**src/rtl/mbe_pkg.sv**
```systemverilog
// Shared types for the radix-4 Booth sequential multiplier: FSM states, digit control, digit count.
// Combinational helpers only; no latency and no backpressure of its own.
package mbe_pkg;

    typedef enum logic [1:0] {
        ST_IDLE = 2'd0,
        ST_RUN  = 2'd1,
        ST_DONE = 2'd2
    } state_t;

    typedef struct packed {
        logic zero;
        logic two;
        logic neg;
    } booth_ctl_t;

    function automatic booth_ctl_t booth_decode(input logic [2:0] trip);
        booth_ctl_t c;
        c.zero = (trip == 3'b000) || (trip == 3'b111);
        c.two  = (trip == 3'b011) || (trip == 3'b100);
        c.neg  = trip[2] && !c.zero;
        return c;
    endfunction

    // Unsigned operands need one extra digit to absorb the zero-extended top bit.
    function automatic int unsigned num_digits(input int unsigned w, input logic tc);
        return tc ? (w / 2) : (w / 2 + 1);
    endfunction

endpackage

```
**src/rtl/mbe_pp_sel.sv**
```systemverilog
// Booth triplet decode and 0/+-A/+-2A partial-product select, W+2 bits wide.
// Purely combinational: zero latency, no backpressure.
module mbe_pp_sel #(
    parameter int W = 8
) (
    input  logic [W+1:0] mcand,
    input  logic [2:0]   trip,
    output logic [W+1:0] pp
);
    import mbe_pkg::*;

    booth_ctl_t   ctl;
    logic [W+1:0] mag;

    always_comb begin
        ctl = booth_decode(trip);
        mag = ctl.two ? {mcand[W:0], 1'b0} : mcand;
        if (ctl.zero) begin
            pp = '0;
        end else if (ctl.neg) begin
            pp = -mag;
        end else begin
            pp = mag;
        end
    end

endmodule

```
**src/rtl/mbe_seq_mul.sv**
```systemverilog
// Sequential radix-4 Booth multiplier, one digit per cycle; latency W/2+1 (tc=1) or W/2+2 (tc=0) from accept.
// Accepts only in IDLE; holds the product in DONE until out_ready.
module mbe_seq_mul #(
    parameter int W = 8
) (
    input  logic           clk,
    input  logic           reset,
    input  logic           in_valid,
    output logic           in_ready,
    input  logic [W-1:0]   a,
    input  logic [W-1:0]   b,
    input  logic           tc,
    output logic           out_valid,
    input  logic           out_ready,
    output logic [2*W-1:0] product
);
    import mbe_pkg::*;

    localparam int XW = W + 2;
    localparam int AW = 2 * W + 2;
    localparam int CW = $clog2(W / 2 + 2);

    state_t          state, state_nxt;
    logic [XW-1:0]   a_q, b_q;
    logic            tc_q;
    logic [CW-1:0]   cnt;
    logic [AW-1:0]   acc;

    logic            accept;
    logic            last;
    logic [XW:0]     b_ext;
    logic [2:0]      trip;
    logic [XW-1:0]   pp;
    logic [AW-1:0]   pp_ext;
    logic [XW-1:0]   a_in, b_in;

    assign accept = in_valid & in_ready;
    assign last   = (cnt == CW'(num_digits(W, tc_q)));
    assign a_in   = tc ? {{2{a[W-1]}}, a} : {2'b00, a};
    assign b_in   = tc ? {{2{b[W-1]}}, b} : {2'b00, b};

    // Appending b[-1]=0 lets digit i be read as bits [2i+2:2i] of b_ext.
    assign b_ext  = {b_q, 1'b0};
    assign trip   = 3'(b_ext >> {cnt, 1'b0});
    assign pp_ext = {{W{pp[XW-1]}}, pp} << {cnt, 1'b0};

    mbe_pp_sel #(.W(W)) u_pp_sel (
        .mcand (a_q),
        .trip  (trip),
        .pp    (pp)
    );

    always_ff @(posedge clk or posedge reset) begin
        if (reset) begin
            state <= ST_IDLE;
        end else begin
            state <= state_nxt;
        end
    end

    // RUN spends one cycle past the last digit so the latency matches the fixed schedule.
    always_comb begin
        state_nxt = state;
        case (state)
            ST_IDLE: if (in_valid)  state_nxt = ST_RUN;
            ST_RUN:  if (last)      state_nxt = ST_DONE;
            ST_DONE: if (out_ready) state_nxt = ST_IDLE;
            default:                state_nxt = ST_IDLE;
        endcase
    end

    always_comb begin
        in_ready  = (state == ST_IDLE);
        out_valid = (state == ST_DONE);
    end

    always_ff @(posedge clk or posedge reset) begin
        if (reset) begin
            a_q  <= '0;
            b_q  <= '0;
            tc_q <= 1'b0;
            cnt  <= '0;
            acc  <= '0;
        end else if (accept) begin
            a_q  <= a_in;
            b_q  <= b_in;
            tc_q <= tc;
            cnt  <= '0;
            acc  <= '0;
        end else if (state == ST_RUN && !last) begin
            acc  <= acc + pp_ext;
            cnt  <= cnt + CW'(1);
        end
    end

    assign product = acc[2*W-1:0];

endmodule
```
**config.mk**
```make
export PLATFORM = sky130hd
export DESIGN_NAME = mbe_seq_mul
export DESIGN_NICKNAME = d
export VERILOG_FILES = /design/src/rtl/mbe_pkg.sv /design/src/rtl/mbe_pp_sel.sv /design/src/rtl/mbe_seq_mul.sv
export SDC_FILE = /design/constraint.sdc
export NUM_CORES = 1
export LEC_CHECK = 0
export BUFFER_PORTS_ARGS = -buffer_cell sky130_fd_sc_hd__buf_2
export CAP_MARGIN = 30
export CORE_MARGIN = 2
export CORE_UTILIZATION = 35
export DETAILED_ROUTE_END_ITERATION = 7
export PLACE_DENSITY = 0.63
export SKIP_LAST_GASP = 1
export SLEW_MARGIN = 20
export SYNTH_ARGS = -nofsm -noshare
export SYNTH_HDL_FRONTEND = slang
export SYNTH_SLANG_ARGS = --single-unit
```
**constraint.sdc**
```tcl
create_clock -name clk -period 7.8 [get_ports clk]
set_input_delay 1.17 -clock clk [delete_from_list [all_inputs] [get_ports clk]]
set_output_delay 1.17 -clock clk [all_outputs]
set_load 0.03 [all_outputs]
```
==> impl_metrics.xml, run 1 <==
<?xml version="1.0" encoding="UTF-8"?>
<metrics>
  <group name="outcome">
    <metric name="status" unit="">completed</metric>
  </group>
  <group name="setup_path">
    <metric name="cp.arrival" unit="ns">6.33</metric>
    <metric name="ff2ff_path_depth" unit="">24</metric>
    <metric name="timing.critical_path.to_type" unit="">flip-flop</metric>
    <metric name="startpoint_type" unit="">flip-flop</metric>
    <metric name="worst_ep_required_time" unit="ns">7.96</metric>
    <metric name="criticalPathCategory" unit="">flip-flop to flip-flop</metric>
    <metric name="regToRegStartpoint" unit="">cnt[1]</metric>
    <metric name="timing.critical_path.fanout_max" unit="">24</metric>
    <metric name="reg2reg_setup_slack" unit="ns">1.63</metric>
    <metric name="timing.rr.end" unit="">acc[12]</metric>
  </group>
  <group name="routing">
    <metric name="first_iter_violations" unit="">255</metric>
    <metric name="total_routed_length" unit="µm">9760</metric>
    <metric name="vias_per_cell" unit="">5.52</metric>
    <metric name="routed_wire_length_per_instance" unit="µm">15.5</metric>
    <metric name="drtPass1Iterations" unit="">4</metric>
    <metric name="antenna_left" unit="">0</metric>
    <metric name="via_count" unit="">3466</metric>
    <metric name="drt_drc_violations_left" unit="">0</metric>
  </group>
  <group name="timing">
    <metric name="setup_repair_after_global_routing_missed_its_margin" unit="">no</metric>
    <metric name="slew_violations" unit="">0</metric>
    <metric name="final_min_period_over_clock_period" unit="%">79.1</metric>
    <metric name="hold_viol_final" unit="">0</metric>
    <metric name="setup_viol" unit="">0</metric>
    <metric name="fin_hold_ws" unit="ns">0.503</metric>
    <metric name="finalCriticalPeriod" unit="ns">6.17</metric>
    <metric name="slew_headroom" unit="%">47.2</metric>
    <metric name="fmax" unit="GHz">0.162</metric>
    <metric name="timing.setup.tns" unit="ns">0</metric>
    <metric name="worst_pin_slew" unit="ns">0.792</metric>
    <metric name="finClkSkew" unit="ns">0.00435</metric>
  </group>
  <group name="global_routing">
    <metric name="global_route_wire_length_before_repair" unit="µm">16800</metric>
    <metric name="grt_start_max_net_pins" unit="">41</metric>
    <metric name="grt_antenna_before_repair" unit="">0</metric>
    <metric name="gr-total-overflow" unit="">0</metric>
    <metric name="grt.total_usage" unit="%">18.4</metric>
    <metric name="grt_pass1_vias" unit="">3290</metric>
  </group>
  <group name="logic_synthesis">
    <metric name="netlist-cell-type-count" unit="">78</metric>
    <metric name="synth_top_flop_cell" unit="">dfrtp_1</metric>
    <metric name="synth_seq_area_share" unit="%">27.5</metric>
    <metric name="synth_top_area_share" unit="%">27.5</metric>
    <metric name="yosys-top-cells-area" unit="">dfrtp_1 28%, nand2_1 9.0%, ha_1 6.5%</metric>
    <metric name="postSynth.asyncResetShare" unit="%">100</metric>
    <metric name="mapped_cells" unit="">469</metric>
    <metric name="mean_instance_size_in_the_synthesized_netlist" unit="µm²">7.75</metric>
    <metric name="yosys_warnings" unit="">0</metric>
    <metric name="syn-num-nets" unit="">510</metric>
    <metric name="synth.largest_area_cell" unit="">dfrtp_1</metric>
    <metric name="syn_area" unit="µm²">3630</metric>
    <metric name="post_synthesis_sequential_element_count" unit="">40</metric>
    <metric name="synth_enable_flop_cells" unit="">0</metric>
  </group>
  <group name="floorplan">
    <metric name="coreArea" unit="µm²">10200</metric>
    <metric name="start_util" unit="%">35.7</metric>
    <metric name="die_h" unit="µm">106</metric>
    <metric name="placementRows" unit="">37</metric>
    <metric name="io-pin-count" unit="">39</metric>
    <metric name="die_area" unit="µm²">11200</metric>
    <metric name="die_w" unit="µm">106</metric>
  </group>
  <group name="worst_hold_path">
    <metric name="holdPathEnd" unit="">b_q[6]</metric>
    <metric name="holdPathStages" unit="">2</metric>
    <metric name="holdCritStartpoint" unit="">b_q[6]</metric>
    <metric name="class_of_the_worst_hold_path" unit="">flip-flop to flip-flop</metric>
  </group>
  <group name="layout">
    <metric name="fillers" unit="">1061</metric>
    <metric name="final_core_utilization" unit="%">39.8</metric>
    <metric name="synthToLayoutAreaGrowth" unit="%">11.7</metric>
    <metric name="multi_input_comb_area" unit="µm²">2460</metric>
    <metric name="nNetsFinal" unit="">532</metric>
    <metric name="layout.area.seq" unit="µm²">1000</metric>
    <metric name="antenna_cells_inserted" unit="">0</metric>
    <metric name="stdcell_count" unit="">628</metric>
    <metric name="fraction_of_layout_cells_with_a_size_suffix_above_1" unit="%">14.4</metric>
  </group>
  <group name="clock_network">
    <metric name="clock_slew_at_reported_path_ffs" unit="ns">0.08</metric>
    <metric name="post_cts_hold_buffers" unit="">0</metric>
    <metric name="cts_resized" unit="">0</metric>
    <metric name="clock_tree.buffer_depth" unit="">2</metric>
    <metric name="cts_inserted_buffers" unit="">5</metric>
    <metric name="numClockSinks" unit="">40</metric>
    <metric name="cts_post_setup_buffers_inserted" unit="">0</metric>
    <metric name="clockRootBuffer" unit="">clkbuf_8</metric>
    <metric name="cts_h_tree_depth" unit="">2</metric>
    <metric name="latest_clock_arrival_within_the_worst_skew_pair" unit="ns">0.30</metric>
    <metric name="tritoncts" unit="">done</metric>
  </group>
  <group name="place">
    <metric name="hpwl" unit="µm">7290</metric>
    <metric name="buffer_ports.inserted" unit="">38</metric>
    <metric name="placedCellCount" unit="">617</metric>
    <metric name="gp_congestion" unit="">0.906</metric>
  </group>
  <group name="run">
    <metric name="cap_viol_max_count" unit="">0</metric>
  </group>
</metrics>
## critical path, cell delays in order (launching register included)
cell and delay, ns:
dfrtp_1 0.54, buf_8 0.24, mux2_4 0.33, a32o_1 0.37, or4_4 0.61, and3_4 0.22, nor2_1 0.17, mux2i_1 0.11
ha_1 0.33, nor4b_1 0.18, o21ai_0 0.15, o21ai_0 0.12, o31ai_1 0.41, nor3_1 0.10, ha_1 0.33, a21o_1 0.19
a21oi_1 0.20, o21bai_1 0.10, a21oi_1 0.25, o21bai_1 0.10, a21oi_1 0.32, o21ai_0 0.15, o31ai_1 0.25, xor2_1 0.16
o21ai_0 0.08
## flip-flops by register name (all words and copies together), names as in the netlist
register,cells
tc_q,1
a_q,9
acc,16
state,2
b_q,9
cnt,3
## layout make-up
type	count	area share, %
well taps	136	4.19
clock inverters	2	0.956
repair buffers	44	6.35
multi-input cells	388	60.7
clock buffers	6	2.04
flip-flops and latches	40	24.7
inverters	12	1.11
## layout by cell type, fill, tap and decap left out, types with 4 or more instances in the layout
master and instances:
a21o_1 6, a211oi_1 6, dfrtp_1 40, and2_1 6
o21bai_1 4, buf_2 38, xnor2_1 9, nand2b_1 4
nor4_1 5, nor2_1 25, nand2_1 87, o31a_1 4
nor3b_1 4, a21oi_1 33, mux2i_1 9, ha_1 19
nor3_1 19, o21ai_0 41, clkbuf_8 6, xor2_1 8
nand3_1 21, inv_1 11
## cells in the mapped netlist (2+ instances only)
library cell	count
o21ai_1	3
nor3b_1	4
nor4b_1	2
o21a_1	3
a31oi_1	3
nor4_1	5
nand3b_1	3
xor2_1	8
a211oi_1	6
nand2_1	87
nand3_1	21
ha_1	19
clkbuf_1	22
nor2b_1	3
a22oi_1	3
a32oi_1	2
or3_1	3
a41oi_1	2
buf_2	4
xnor2_1	9
o211ai_1	3
nor2_1	25
dfrtp_1	40
a21oi_1	33
mux2i_1	9
o31ai_1	3
nand2b_1	4
nor3_1	19
and3_1	2
o21bai_1	4
o22ai_1	3
o31a_1	4
a21o_1	6
o21ai_0	41
and2_1	6
a311oi_1	3
inv_1	11
## per-layer routing
| metal | part of all wire, % | global-route usage, % |
|---|---|---|
| met5 | 0 | 0 |
| met4 | 1.6 | 5.55 |
| met3 | 3.8 | 2.58 |
| met2 | 45 | 29.2 |
| met1 | 50 | 26.1 |
## how the worst max path moves through the flow
stage            from       to  cells past startpoint
2_1_floorplan  cnt[1]  acc[12]                     25
3_3_place_gp   cnt[1]  acc[12]                     23
3_5_place_dp   cnt[1]  acc[12]                     23
4_1_cts        cnt[1]  acc[12]                     23
5_1_grt        cnt[1]  acc[12]                     24
6_report       cnt[1]  acc[12]                     24
## metrics by stage
| step | cell area, µm² | worst slack [ns] |
|---|---|---|
| after global routing | 4060 | 0.976 |
| final | 4060 | 1.63 |
| after CTS | 4010 | 1.37 |
| after floorplan | 3630 | 2.63 |
| after global placement | 3890 | 1.50 |
| after detailed placement | 3890 | 1.45 |
## cells by family (layout without fill, tap and decap cells)
kind of cell,Yosys count,count (layout),synth area share (%)
simple gates,194,194,25.7
xor+xnor,17,17,4.10
buf+inv,41,64,4.68
fa+ha+maj,21,21,7.40
compound gates,144,144,27.0
mux,12,12,3.58
flops,40,40,27.5
Power of run 1 is left out: the tool's default activity adds up to more than one toggle a clock period on the data nets, which glitch-free logic cannot reach.
==> run 2, diff against run 1 <==
PLACE_DENSITY = 0.65   (was 0.63)
clock period = 5.29 ns   (was 7.8 ns; I/O delays follow)
==> run 2 against run 1 <==
Compared with the run above: sequential cell count stayed put; hold slack worse by 0.011 ns; register-to-register slack got worse by 1.3 ns; fmax increased by 23%; core utilization increased by 2.7 points; critical endpoint is now acc[10]; largest cell class unchanged.
==> impl_metrics.xml, run 2 (same netlist as run 1, synthesis figures left out) <==
<?xml version="1.0" encoding="UTF-8"?>
<metrics>
  <group name="floorplan">
    <metric name="die_area" unit="µm²">11200</metric>
    <metric name="coreArea" unit="µm²">10200</metric>
    <metric name="die_w" unit="µm">106</metric>
    <metric name="placementRows" unit="">37</metric>
    <metric name="start_util" unit="%">35.7</metric>
    <metric name="die_h" unit="µm">106</metric>
    <metric name="io-pin-count" unit="">39</metric>
  </group>
  <group name="global_routing">
    <metric name="gr-total-overflow" unit="">0</metric>
    <metric name="grt_antenna_before_repair" unit="">0</metric>
    <metric name="global_route_wire_length_before_repair" unit="µm">17300</metric>
    <metric name="grt.total_usage" unit="%">18.9</metric>
    <metric name="grt_pass1_vias" unit="">3525</metric>
    <metric name="grt_start_max_net_pins" unit="">41</metric>
  </group>
  <group name="setup_path">
    <metric name="regToRegStartpoint" unit="">cnt[1]</metric>
    <metric name="ff2ff_path_depth" unit="">24</metric>
    <metric name="timing.rr.end" unit="">acc[10]</metric>
    <metric name="startpoint_type" unit="">flip-flop</metric>
    <metric name="timing.critical_path.fanout_max" unit="">4</metric>
    <metric name="timing.critical_path.to_type" unit="">flip-flop</metric>
    <metric name="crit_chain" unit="">mux2_4 &gt; a32o_1 &gt; or4_4 &gt; and3_4 &gt; nor2_4 &gt; mux2i_1 &gt; ha_2 &gt; buf_4 &gt; a41oi_1 &gt; mux2i_1 &gt; a21oi_2 &gt; a21oi_2 &gt; nor2_1 &gt; ha_1 &gt; inv_1 &gt; o21bai_1 &gt; a21oi_2 &gt; o21bai_1 &gt; a21oi_2 &gt; buf_4 &gt; buf_4 &gt; o21ai_0 &gt; xnor2_1 &gt; o21ai_0</metric>
    <metric name="criticalPathCategory" unit="">flip-flop to flip-flop</metric>
    <metric name="worst_ep_required_time" unit="ns">5.45</metric>
    <metric name="cp.arrival" unit="ns">5.17</metric>
    <metric name="most_used_cell_cp" unit="">a21oi_2</metric>
    <metric name="crit_path_end" unit="">acc[10]</metric>
    <metric name="max_stage_delay" unit="ns">0.55</metric>
    <metric name="slowest_stage" unit="">or4_4</metric>
    <metric name="timing.critical_path.from" unit="">cnt[1]</metric>
    <metric name="reg2reg_setup_slack" unit="ns">0.28</metric>
  </group>
  <group name="place">
    <metric name="hpwl" unit="µm">7840</metric>
    <metric name="gp_congestion" unit="">0.931</metric>
    <metric name="buffer_ports.inserted" unit="">38</metric>
    <metric name="placedCellCount" unit="">641</metric>
  </group>
  <group name="layout">
    <metric name="fraction_of_layout_cells_with_a_size_suffix_above_1" unit="%">22.6</metric>
    <metric name="antenna_cells_inserted" unit="">0</metric>
    <metric name="largest_register" unit="">acc</metric>
    <metric name="largest_register_ff_count" unit="">16</metric>
    <metric name="mostFrequentLayoutCell" unit="">nand2_1</metric>
    <metric name="final_core_utilization" unit="%">42.5</metric>
    <metric name="reg_top3" unit="">acc (16), a_q (9), b_q (9)</metric>
    <metric name="synthToLayoutAreaGrowth" unit="%">19.1</metric>
    <metric name="stdcell_count" unit="">654</metric>
    <metric name="most_used_cells_in_the_layout_excluding_fill_and_tap_cells" unit="">87 x nand2_1, 40 x dfrtp_1, 38 x o21ai_0, 38 x buf_2, 31 x buf_4</metric>
    <metric name="nNetsFinal" unit="">558</metric>
  </group>
  <group name="run">
    <metric name="cap_viol_max_count" unit="">0</metric>
  </group>
  <group name="clock_network">
    <metric name="clock_slew_at_reported_path_ffs" unit="ns">0.09</metric>
    <metric name="clockRootBuffer" unit="">clkbuf_8</metric>
    <metric name="numClockSinks" unit="">40</metric>
    <metric name="cts_inserted_buffers" unit="">5</metric>
    <metric name="tritoncts" unit="">done</metric>
    <metric name="clock_tree.buffer_depth" unit="">2</metric>
    <metric name="latest_clock_arrival_within_the_worst_skew_pair" unit="ns">0.31</metric>
    <metric name="cts_h_tree_depth" unit="">2</metric>
    <metric name="post_cts_hold_buffers" unit="">0</metric>
  </group>
  <group name="timing">
    <metric name="setup_viol" unit="">0</metric>
    <metric name="worst_pin_slew" unit="ns">0.810</metric>
    <metric name="slew_headroom" unit="%">46.0</metric>
    <metric name="fin_hold_ws" unit="ns">0.492</metric>
    <metric name="hold_viol_final" unit="">0</metric>
    <metric name="timing.setup.tns" unit="ns">0</metric>
    <metric name="fmax" unit="GHz">0.200</metric>
    <metric name="finClkSkew" unit="ns">0.0117</metric>
    <metric name="final_min_period_over_clock_period" unit="%">94.6</metric>
    <metric name="slew_violations" unit="">0</metric>
    <metric name="finalCriticalPeriod" unit="ns">5.01</metric>
  </group>
  <group name="routing">
    <metric name="first_iter_violations" unit="">175</metric>
    <metric name="vias_per_cell" unit="">5.57</metric>
    <metric name="via_count" unit="">3645</metric>
    <metric name="drtPass1Iterations" unit="">4</metric>
    <metric name="drt_drc_violations_left" unit="">0</metric>
    <metric name="antenna_left" unit="">0</metric>
    <metric name="routed_wire_length_per_instance" unit="µm">16.1</metric>
    <metric name="total_routed_length" unit="µm">10500</metric>
  </group>
  <group name="worst_hold_path">
    <metric name="class_of_the_worst_hold_path" unit="">flip-flop to flip-flop</metric>
  </group>
  <group name="outcome">
    <metric name="status" unit="">completed</metric>
  </group>
</metrics>
## run 2: cell count changes in the layout (fill, tap and decap cells not counted), sizes merged
| cell | delta |
|---|---|
| clkinvlp | +1 |
| buf | +26 |
| clkbuf | -1 |
## run 2: through the flow
step | cell area (µm²) | setup WS [ns]
after floorplan | 3630 | 0.125
after global placement | 4060 | 0.0631
after detailed placement | 4080 | 0.0148
after CTS | 4200 | 0.0496
after global routing | 4330 | -0.00875
final | 4330 | 0.284
## run 2: critical path: cells and delay by family, from the launching register on
kind	cells	cell delay, ns
AO/OA/AOI/OAI	10	1.60
AND/OR/NAND/NOR	4	0.91
buffers and inverters	4	0.48
XOR/XNOR	1	0.14
multiplexers	3	0.77
adder cells (fa/ha/maj)	2	0.55
flip-flops	1	0.40
## run 2: area by class of cell
class	count	area [µm²]
fillers	1076	5860
clock inverters	3	42.5
inverters	12	45.0
flip-flops and latches	40	1000
repair buffers	70	438
multi-input cells	388	2560
clock buffers	5	68.8
well taps	136	170
## run 2: worst min path at each step
| stage | startpoint | endpoint | slack, ns | depth (start not counted) |
|---|---|---|---|---|
| 3_5_place_dp | b_q[2] | b_q[2] | 0.48 | 2 |
| 3_3_place_gp | b_q[6] | b_q[6] | 0.46 | 2 |
| 6_report | b_q[6] | b_q[6] | 0.49 | 2 |
| 2_1_floorplan | b_q[2] | b_q[2] | 0.45 | 2 |
| 4_1_cts | b_q[6] | b_q[6] | 0.50 | 2 |
| 5_1_grt | b_q[0] | b_q[0] | 0.53 | 2 |
## run 2: timing repair
action	in CTS	in global routing
resized for setup	1	24
setup endpoints to repair	2	9
setup buffers	0	5
hold endpoints to repair	0	0
pin swaps	0	7
## run 2: per-layer routing
metal  vias to the layer above  GRT usage [%]  wire [µm]
li1                       1805              -          -
met1                      1721           25.4       4920
met2                       102           31.2       5000
met3                        17           2.39        418
met4                         0           7.05        189
met5                         -              0          0
Power of run 2 is left out for the same reason.
==> run 3, diff against run 2 <==
CELL_PAD_IN_SITES_DETAIL_PLACEMENT = 1   (was default)
CELL_PAD_IN_SITES_GLOBAL_PLACEMENT = 1   (was default)
PLACE_DENSITY = 0.8   (was 0.65)
==> run 3 against run 2 <==
Compared with the run above: via count is 2.6% higher; sequential cell count stayed put; hold slack worse by 0.0011 ns; wire length is 13% higher; die area stayed put; cell area is 2.0% higher; critical path depth is 1 lower.
==> impl_metrics.xml, run 3 (same netlist as run 1, synthesis figures left out) <==
<?xml version="1.0" encoding="UTF-8"?>
<metrics>
  <group name="routing">
    <metric name="drtPass1Iterations" unit="">4</metric>
    <metric name="routed_wire_length_per_instance" unit="µm">18.2</metric>
    <metric name="total_routed_length" unit="µm">11900</metric>
    <metric name="highest-signal-layer" unit="">met4</metric>
    <metric name="met1_length" unit="µm">5520</metric>
    <metric name="drt_drc_violations_left" unit="">0</metric>
    <metric name="antenna_left" unit="">0</metric>
    <metric name="met3_wirelength_from_detailed_routing" unit="µm">421</metric>
    <metric name="first_iter_violations" unit="">182</metric>
    <metric name="met2RoutedLength" unit="µm">5770</metric>
    <metric name="vias_per_cell" unit="">5.72</metric>
    <metric name="via_count" unit="">3740</metric>
  </group>
  <group name="floorplan">
    <metric name="placementRows" unit="">37</metric>
    <metric name="coreArea" unit="µm²">10200</metric>
    <metric name="io-pin-count" unit="">39</metric>
    <metric name="die_w" unit="µm">106</metric>
    <metric name="start_util" unit="%">35.7</metric>
    <metric name="die_area" unit="µm²">11200</metric>
    <metric name="die_h" unit="µm">106</metric>
  </group>
  <group name="setup_path">
    <metric name="regToRegStartpoint" unit="">cnt[2]</metric>
    <metric name="worst_ep_required_time" unit="ns">5.53</metric>
    <metric name="cp.arrival" unit="ns">5.28</metric>
    <metric name="timing.critical_path.fanout_max" unit="">22</metric>
    <metric name="criticalPathCategory" unit="">flip-flop to flip-flop</metric>
    <metric name="timing.critical_path.to_type" unit="">flip-flop</metric>
    <metric name="startpoint_type" unit="">flip-flop</metric>
    <metric name="ff2ff_path_depth" unit="">23</metric>
    <metric name="timing.critical_path.from" unit="">cnt[2]</metric>
  </group>
  <group name="global_routing">
    <metric name="grt.total_usage" unit="%">21.0</metric>
    <metric name="grt_pass1_vias" unit="">3710</metric>
    <metric name="grt_antenna_before_repair" unit="">0</metric>
    <metric name="gr-total-overflow" unit="">0</metric>
    <metric name="global_route_wire_length_before_repair" unit="µm">19000</metric>
    <metric name="grt_start_max_net_pins" unit="">41</metric>
  </group>
  <group name="place">
    <metric name="hpwl" unit="µm">8480</metric>
    <metric name="gp_congestion" unit="">0.877</metric>
    <metric name="buffer_ports.inserted" unit="">38</metric>
  </group>
  <group name="timing">
    <metric name="finClkSkew" unit="ns">0.00499</metric>
    <metric name="worst_pin_slew" unit="ns">0.856</metric>
    <metric name="slew_headroom" unit="%">42.9</metric>
    <metric name="setup_viol" unit="">0</metric>
    <metric name="final_min_period_over_clock_period" unit="%">95.3</metric>
    <metric name="finalCriticalPeriod" unit="ns">5.04</metric>
    <metric name="timing.setup.tns" unit="ns">0</metric>
    <metric name="slew_violations" unit="">0</metric>
    <metric name="hold_viol_final" unit="">0</metric>
    <metric name="fmax" unit="GHz">0.198</metric>
  </group>
  <group name="clock_network">
    <metric name="latest_clock_arrival_within_the_worst_skew_pair" unit="ns">0.31</metric>
    <metric name="clock_tree.buffer_depth" unit="">2</metric>
    <metric name="cts_h_tree_depth" unit="">2</metric>
    <metric name="clockRootBuffer" unit="">clkbuf_8</metric>
    <metric name="clock_slew_at_reported_path_ffs" unit="ns">0.09</metric>
    <metric name="cts_inserted_buffers" unit="">5</metric>
    <metric name="tritoncts" unit="">done</metric>
    <metric name="numClockSinks" unit="">40</metric>
  </group>
  <group name="layout">
    <metric name="synthToLayoutAreaGrowth" unit="%">21.5</metric>
    <metric name="reg_top3" unit="">acc (16), a_q (9), b_q (9)</metric>
    <metric name="largest_register_ff_count" unit="">16</metric>
    <metric name="largest_register" unit="">acc</metric>
    <metric name="antenna_cells_inserted" unit="">0</metric>
    <metric name="multi_input_comb_area" unit="µm²">2650</metric>
    <metric name="most_used_cells_in_the_layout_excluding_fill_and_tap_cells" unit="">87 x nand2_1, 40 x dfrtp_1, 38 x buf_2</metric>
    <metric name="fraction_of_layout_cells_with_a_size_suffix_above_1" unit="%">25.1</metric>
    <metric name="layout.area.seq" unit="µm²">1000</metric>
    <metric name="fillers" unit="">1288</metric>
    <metric name="nNetsFinal" unit="">558</metric>
    <metric name="mostFrequentLayoutCell" unit="">nand2_1</metric>
    <metric name="final_core_utilization" unit="%">43.3</metric>
  </group>
  <group name="worst_hold_path">
    <metric name="class_of_the_worst_hold_path" unit="">flip-flop to flip-flop</metric>
    <metric name="holdPathStages" unit="">2</metric>
    <metric name="holdCritStartpoint" unit="">b_q[2]</metric>
  </group>
  <group name="outcome">
    <metric name="status" unit="">completed</metric>
  </group>
  <group name="run">
    <metric name="cap_viol_max_count" unit="">0</metric>
  </group>
</metrics>
run 3: changes by cell type in the layout (fill, tap and decap cells not counted), moves of 2 or more:
cell and change:
o21ai_1 +2, o21ai_0 -3, nor2_2 +2, nor2_1 -2
run 3: layout make-up:
cell class                 instances  share of cell area, %
clock buffer                       5                   1.56
clock inverter                     3                   1.05
inverter                          12                   1.02
multi-input combinational        388                   59.9
sequential                        40                   22.7
tap                              136                   3.85
timing repair buffer              70                   9.92
run 3: path summary, 6_finish.rpt:
check / end / slack [ns]
setup / recovery: acc[15] / 0.25
setup reg to reg: acc[15] / 0.25
min in group asynchronous: tc_q / 0.60
max in group asynchronous: acc[8] / 4.32
hold reg to reg: b_q[2] / 0.49
hold / removal: b_q[2] / 0.49
run 3: repair_timing:
item	4_1_cts	5_1_grt
hold buffers	0	0
gates resized for setup	8	36
pin swaps	1	18
setup endpoints to repair	5	9
buffers inserted	0	12
run 3: critical path, stage by stage, from the launching register on:
cell and delay [ns]:
dfrtp_1 0.46, buf_4 0.30, inv_1 0.12, nor4b_2 0.43
or4_4 0.22, and3_4 0.23, nor2_4 0.05, mux2i_1 0.12
ha_2 0.35, nand2_1 0.06, mux2i_1 0.18, nor2_2 0.09
nor4_2 0.25, ha_1 0.30, a21o_1 0.17, a21oi_1 0.22
o21bai_1 0.13, a211oi_1 0.42, nor3_2 0.12, o31ai_2 0.34
o21ai_2 0.11, nor2_1 0.10, nand3_1 0.11, o211ai_2 0.08
run 3: layer usage:
metal  GRT usage, %  up-vias
met5              0        -
met4           5.73        0
met3           2.27       15
met2           36.2       88
met1           28.0     1840
li1               -     1797
run 3: through the flow:
| step | instance area [µm²] | setup WS, ns | hold slack [ns] | instances |
|---|---|---|---|---|
| after floorplan | 3630 | 0.125 | 0.446 | 469 |
| after global placement | 4010 | 0.00683 | 0.466 | 633 |
| after detailed placement | 4010 | -0.167 | 0.479 | 633 |
| after CTS | 4150 | 0.00835 | 0.501 | 641 |
| after global routing | 4410 | -0.0268 | 0.534 | 654 |
| final | 4410 | 0.250 | 0.491 | 654 |
Power of run 3 is left out for the same reason.
